--- config.mk ---
export PLATFORM = sky130hd
export DESIGN_NAME = freq_div_prog
export DESIGN_NICKNAME = d
export VERILOG_FILES = /design/src/rtl/freq_div_prog.sv
export SDC_FILE = /design/constraint.sdc
export NUM_CORES = 1
export LEC_CHECK = 0
export BUFFER_PORTS_ARGS = -buffer_cell sky130_fd_sc_hd__buf_2
export CAP_MARGIN = 20
export CORE_MARGIN = 4
export CORE_UTILIZATION = 55
export CTS_CLUSTER_SIZE = 20
export DETAILED_ROUTE_END_ITERATION = 6
export PLACE_DENSITY = 0.79
export SETUP_SLACK_MARGIN = 0.5
export SYNTH_ARGS = -nofsm -noshare
export SYNTH_HDL_FRONTEND = slang
export SYNTH_SLANG_ARGS = --single-unit
--- constraint.sdc ---
create_clock -name clk -period 6.85 [get_ports clk]
set_clock_uncertainty 0.2 [all_clocks]
set_input_delay 0.685 -clock clk [delete_from_list [all_inputs] [get_ports clk]]
set_output_delay 0.685 -clock clk [all_outputs]
set_load 0.01 [all_outputs]
--- src/rtl/freq_div_prog.sv ---
// Runtime-programmable integer clock divider with glitch-free divisor reload on period boundaries.
// Optional build macro FREQ_DIV_DUTY_EN adds a programmable high time (duty_val / cur_duty).
module freq_div_prog #(
    parameter int WIDTH       = 16,
    parameter int DEFAULT_DIV = 10
) (
    input  logic             clk,
    input  logic             reset,
    input  logic             en,
    input  logic [WIDTH-1:0] div_val,
    input  logic             div_load,
`ifdef FREQ_DIV_DUTY_EN
    input  logic [WIDTH-1:0] duty_val,
    output logic [WIDTH-1:0] cur_duty,
`endif
    output logic             div_ack,
    output logic [WIDTH-1:0] cur_div,
    output logic             clk_div,
    output logic             tick
);

    localparam logic [WIDTH-1:0] DEF_D = WIDTH'(DEFAULT_DIV);
    localparam logic [WIDTH-1:0] DEF_H = WIDTH'(DEFAULT_DIV >> 1);
    localparam logic [WIDTH-1:0] ONE   = WIDTH'(1);
    localparam logic [WIDTH-1:0] TWO   = WIDTH'(2);

    logic [WIDTH-1:0] cnt;
    logic [WIDTH-1:0] d;
    logic [WIDTH-1:0] h;
    logic [WIDTH-1:0] pend_div;
    logic             pend;

    logic             wrap;
    logic             apply;
    logic [WIDTH-1:0] sel_div;
    logic [WIDTH-1:0] new_d;
    logic [WIDTH-1:0] new_h;
    logic [WIDTH-1:0] nxt_d;
    logic [WIDTH-1:0] nxt_h;
    logic [WIDTH-1:0] nxt_cnt;

`ifdef FREQ_DIV_DUTY_EN
    logic [WIDTH-1:0] pend_duty;
    logic [WIDTH-1:0] h_q;
    logic [WIDTH-1:0] sel_duty;
`endif

    always_comb begin
        wrap    = (cnt == d - ONE);
        apply   = div_load | pend;
        // A load arriving on the wrap cycle bypasses the pending register.
        sel_div = div_load ? div_val : pend_div;
        new_d   = (sel_div < TWO) ? TWO : sel_div;
`ifdef FREQ_DIV_DUTY_EN
        h        = h_q;
        sel_duty = div_load ? duty_val : pend_duty;
        if (sel_duty == '0)
            new_h = ONE;
        else if (sel_duty > new_d - ONE)
            new_h = new_d - ONE;
        else
            new_h = sel_duty;
`else
        h     = d >> 1;
        new_h = new_d >> 1;
`endif
        nxt_d   = (wrap && apply) ? new_d : d;
        nxt_h   = (wrap && apply) ? new_h : h;
        nxt_cnt = wrap ? '0 : cnt + ONE;
    end

    always_ff @(posedge clk) begin
        if (!reset) begin
            cnt      <= '0;
            d        <= DEF_D;
            pend     <= 1'b0;
            pend_div <= '0;
            clk_div  <= 1'b0;
            tick     <= 1'b0;
            div_ack  <= 1'b0;
`ifdef FREQ_DIV_DUTY_EN
            h_q       <= DEF_H;
            pend_duty <= '0;
`endif
        end else begin
            if (en) begin
                cnt     <= nxt_cnt;
                d       <= nxt_d;
                // Registered from next-state values so clk_div lines up with cnt.
                clk_div <= (nxt_cnt >= nxt_d - nxt_h);
                tick    <= wrap;
                div_ack <= wrap && apply;
`ifdef FREQ_DIV_DUTY_EN
                h_q     <= nxt_h;
`endif
            end else begin
                tick    <= 1'b0;
                div_ack <= 1'b0;
            end
            if (en && wrap) begin
                pend <= 1'b0;
            end else if (div_load) begin
                pend     <= 1'b1;
                pend_div <= div_val;
`ifdef FREQ_DIV_DUTY_EN
                pend_duty <= duty_val;
`endif
            end
        end
    end

    assign cur_div = d;
`ifdef FREQ_DIV_DUTY_EN
    assign cur_duty = h_q;
`else
    logic unused_h;
    assign unused_h = ^{DEF_H, h};
`endif

endmodule

==> out/qor.log <==
INFO  global_route   wire_length_of_the_first_global_routing_pass=17,800um
INFO  worst_hold_path endpoint_of_the_worst_hold_path=pend_div[5]$_SDFFE_PN0N_
INFO  global_route   number_of_global_route_vias_before_repair=3,753
INFO  die            area_of_the_core=7690squm
INFO  yosys          synth-seq-area-share=24.1%
INFO  worst_setup_path r2r-end=clk_div$_SDFFE_PN0P_
INFO  worst_setup_path rrSetupSlack=0.74ns
INFO  sta            max_slew.worst_pin.slew=0.687ns
INFO  yosys          syn_area_per_cell=7.62squm
INFO  sta            setup_viol=0
INFO  global_route   grt_max_degree=43
INFO  worst_setup_path worst_ep_arrival_time=6.17ns
INFO  die            die_x=96.6um
INFO  run_status     run_status=finished, final reports clean
INFO  run            maxCapViolations=0
INFO  route          route.antenna.remaining_nets=0
INFO  worst_setup_path crit_path_top_delay_cell=sky130_fd_sc_hd__or4_4
INFO  sta            max_freq=164MHz
INFO  worst_setup_path longest_individual_stage_delay_on_the_worst_path=0.59ns
INFO  clocking       cts_tree=yes
INFO  clocking       worst_setup_hold_path_clk_slew=0.11ns
INFO  placed_design  dp_hpwl=8220um
INFO  global_route   grt_overall_usage=24.1%
INFO  worst_setup_path setup.worst_path.start_class=register
INFO  worst_hold_path hold_path.class=register to register
INFO  yosys          area_share_of_the_largest_cell_type_after_synthesis=24.1%
INFO  sta            timing_hold_violations_final=0
INFO  die            die_h=96.6um
INFO  power_and_ir_drop p_leak=2.08nW
INFO  finish         final_common_cell=sky130_fd_sc_hd__nor2_1
INFO  finish         antenna_cells=0
INFO  route          wirelength=11,300um
INFO  sta            final_period_minus_worst_setup_slack=6.11ns
INFO  worst_hold_path worst_hold_startpoint=pend_div[5]$_SDFFE_PN0N_
INFO  power_and_ir_drop max-vdd-ir-drop=0.107mV
INFO  die            row_count=32
INFO  power_and_ir_drop cellPowerDensity=168nW/um^2
INFO  clocking       clock_tree.htree_level_count=2
INFO  yosys          async_flop_share=0%
INFO  route          drtIter0Drc=307
INFO  worst_setup_path critical_path_required=6.91ns
INFO  yosys          postSynthRegisterBits=52
INFO  yosys          synth_enable_flop_cells=0
INFO  yosys          postSynthNetCount=618
INFO  worst_setup_path r2r_start=cur_div[9]$_SDFFE_PN0P_
INFO  worst_setup_path worst-path-max-fanout=8
INFO  finish         num-fill-cells=684
INFO  die            count_of_boundary_i_o_pins=39
INFO  clocking       cts-root-buf=sky130_fd_sc_hd__clkbuf_8
INFO  sta            layout_setup_ws=0.740ns
INFO  sta            min_period_over_period=89.2%
INFO  finish         drive_above_1_share=13.4%
INFO  clocking       clock_buffer_count_from_cts=5
INFO  placed_design  dpl_worst_slack=0.360ns
INFO  route          drtPass1Iterations=5
INFO  placed_design  count_of_input_and_output_buffers=38
INFO  worst_setup_path critical_path.endpoint_type=register
INFO  sta            fin_tns_setup=0ns
INFO  sta            grt_setup_unrepaired=false
INFO  yosys          syn_inst=566
INFO  finish         multi_input_comb_area=3100squm
INFO  yosys          postSynth.topFlopCell=sky130_fd_sc_hd__dfxtp_1
INFO  finish         area.growth.synth_to_final=9.83%
INFO  route          wire_per_inst=16.4um
INFO  global_route   overflow_left_after_global_routing=0
INFO  placed_design  gp_congestion=0.904
INFO  yosys          distinct_cells_synth=63
INFO  die            initial_cell_density_of_the_core=56.1%
INFO  finish         seq_area=1040squm
INFO  yosys          synth.top_cells.by_area=sky130_fd_sc_hd__dfxtp_1 (24%), sky130_fd_sc_hd__mux2i_1 (9.7%), sky130_fd_sc_hd__ha_1 (9.0%)
INFO  die            total_die_area=9320squm
INFO  clocking       clock_insertion_delay_worst_skew=0.32ns
INFO  clocking       cts_buffer_depth=2
INFO  finish         final_cell_mix=sky130_fd_sc_hd__nor2_1 (76), sky130_fd_sc_hd__nand2_1 (62), sky130_fd_sc_hd__dfxtp_1 (49), sky130_fd_sc_hd__a21oi_1 (45), sky130_fd_sc_hd__mux2i_1 (42)
INFO  finish         count_of_nets_after_finishing=641
INFO  worst_setup_path worstSetupPathType=register to register
INFO  yosys          synth_warn=0
INFO  yosys          netlist_area=4310squm
INFO  worst_setup_path worst-r2r-cell-count=24
INFO  sta            slew_headroom=54.2%
INFO  worst_setup_path crit_chain=or4_4 > or3_1 > a2111o_1 > a211oi_2 > o31a_1 > and3b_2 > buf_12 > buf_4 > mux2_2 > ha_1 > a21o_1 > a21oi_1 > nor2b_1 > nor2_2 > o21ai_0 > a211o_1 > o31ai_4 > xor2_1 > ha_1 > and4_1 > nand2_1 > o211ai_1 > nand4_1 > a21oi_1
INFO  route          vias=4,169
INFO  sta            timing.final.max_slew_violations=0
INFO  route          routed_via_density=6.02
INFO  global_route   grt_antenna_before_repair=0
INFO  worst_hold_path min_delay_path_depth=2
INFO  yosys          synth_top_area_cell=sky130_fd_sc_hd__dfxtp_1
INFO  clocking       clock_sink_count=52
INFO  route          remaining_drc_errors=0
[critical path, delay by kind of cell, from the launching register on]
kind	cells	cell delay, ns
xor+xnor	1	0.10
mux	1	0.38
fa+ha+maj	2	0.56
compound gates	10	2.32
flops	1	0.40
buf+inv	2	0.24
simple gates	8	1.83
[timing repair]
action,in CTS,in global routing
pin swaps,0,1
hold buffers,0,0
setup endpoints to repair,1,1
gates resized for setup,0,17
buffers inserted,5,1
[where the power goes]
group	internal, mW	switching, mW
clock	0.0731	0.115
combinational	0.123	0.158
sequential	0.312	0.0129
[per-layer routing]
layer,GRT usage [%],share of wire [%],up-vias
met1,32.4,45,1970
met3,3.25,5.6,22
met4,7.48,2.1,0
li1,-,-,2028
met2,39.8,47,149
met5,0,0,-
[logic make-up after synthesis]
kind of cell	after synthesis	share of synthesized area, %
xor gates and xnor gates	44	8.93
and+or+nand+nor	217	23.8
adders and majority gates	32	9.45
buffers and inverters	56	5.39
DFF	52	24.1
AOI/OAI and AO/OA	120	17.7
muxes	45	10.5
[metrics by stage]
step | std cells | total power [mW] | area (sq um) | utilization, % | hold WS (ns)
finish | 692 | 0.795 | 4740 | 61.6 | 0.280
global route | 692 | 0.841 | 4740 | 61.6 | 0.302
CTS | 691 | 0.777 | 4670 | 60.7 | 0.281
detailed placement | 678 | 0.592 | 4530 | 58.9 | 0.268
global placement | 678 | 0.583 | 4530 | 58.9 | 0.246
floorplan | 566 | 0.532 | 4310 | - | 0.236
[Yosys cell counts (2+ instances only)]
cell type	instances
sky130_fd_sc_hd__inv_1	22
sky130_fd_sc_hd__buf_2	2
sky130_fd_sc_hd__buf_6	2
sky130_fd_sc_hd__a21oi_1	50
sky130_fd_sc_hd__buf_1	4
sky130_fd_sc_hd__nand4_1	3
sky130_fd_sc_hd__and3_1	7
sky130_fd_sc_hd__a211oi_1	6
sky130_fd_sc_hd__nand4b_1	2
sky130_fd_sc_hd__nor3_1	7
sky130_fd_sc_hd__nor2_1	77
sky130_fd_sc_hd__mux2_2	3
sky130_fd_sc_hd__o211ai_1	7
sky130_fd_sc_hd__a211o_1	2
sky130_fd_sc_hd__dfxtp_1	52
sky130_fd_sc_hd__nor3b_1	2
sky130_fd_sc_hd__o21a_1	4
sky130_fd_sc_hd__o21ai_0	21
sky130_fd_sc_hd__and2_1	4
sky130_fd_sc_hd__clkbuf_1	24
sky130_fd_sc_hd__xnor2_1	27
sky130_fd_sc_hd__xor2_1	17
sky130_fd_sc_hd__or4_1	4
sky130_fd_sc_hd__a41oi_1	2
sky130_fd_sc_hd__nand3b_1	2
sky130_fd_sc_hd__o41ai_1	2
sky130_fd_sc_hd__mux2i_1	42
sky130_fd_sc_hd__nor4_1	6
sky130_fd_sc_hd__and4_1	2
sky130_fd_sc_hd__a21o_1	9
sky130_fd_sc_hd__or3_1	5
sky130_fd_sc_hd__nor2b_1	6
sky130_fd_sc_hd__nand2b_1	9
sky130_fd_sc_hd__nand3_1	11
sky130_fd_sc_hd__nand2_1	62
sky130_fd_sc_hd__o211a_1	2
sky130_fd_sc_hd__ha_1	31
[final cells by class]
class / instances / area share [%]
multi-input combinational: 458 / 65.4
tap: 102 / 2.69
sequential: 52 / 22.0
inverter: 22 / 1.74
clock inverter: 2 / 0.343
clock buffer: 6 / 1.53
timing repair buffer: 50 / 6.26
[how the worst max path moves through the flow]
stage	start	depth (start not counted)	endpoint
finish	cur_div[9]$_SDFFE_PN0P_	24	clk_div$_SDFFE_PN0P_
global route	cur_div[1]$_SDFFE_PN1P_	25	clk_div$_SDFFE_PN0P_
CTS	cur_div[0]$_SDFFE_PN0P_	24	clk_div$_SDFFE_PN0P_
detailed placement	cur_div[0]$_SDFFE_PN0P_	24	clk_div$_SDFFE_PN0P_
global placement	cur_div[0]$_SDFFE_PN0P_	24	clk_div$_SDFFE_PN0P_
floorplan	cur_div[5]$_SDFFE_PN0P_	29	clk_div$_SDFFE_PN0P_
[flip-flops by register name, indices dropped and copies added (netlist names)]
| signal | flops |
|---|---|
| cnt | 16 |
| cur_div | 16 |
| pend_div | 16 |
| clk_div | 1 |
| div_ack | 1 |
| pend | 1 |
| tick | 1 |
Power figures use the tool's default switching activity.
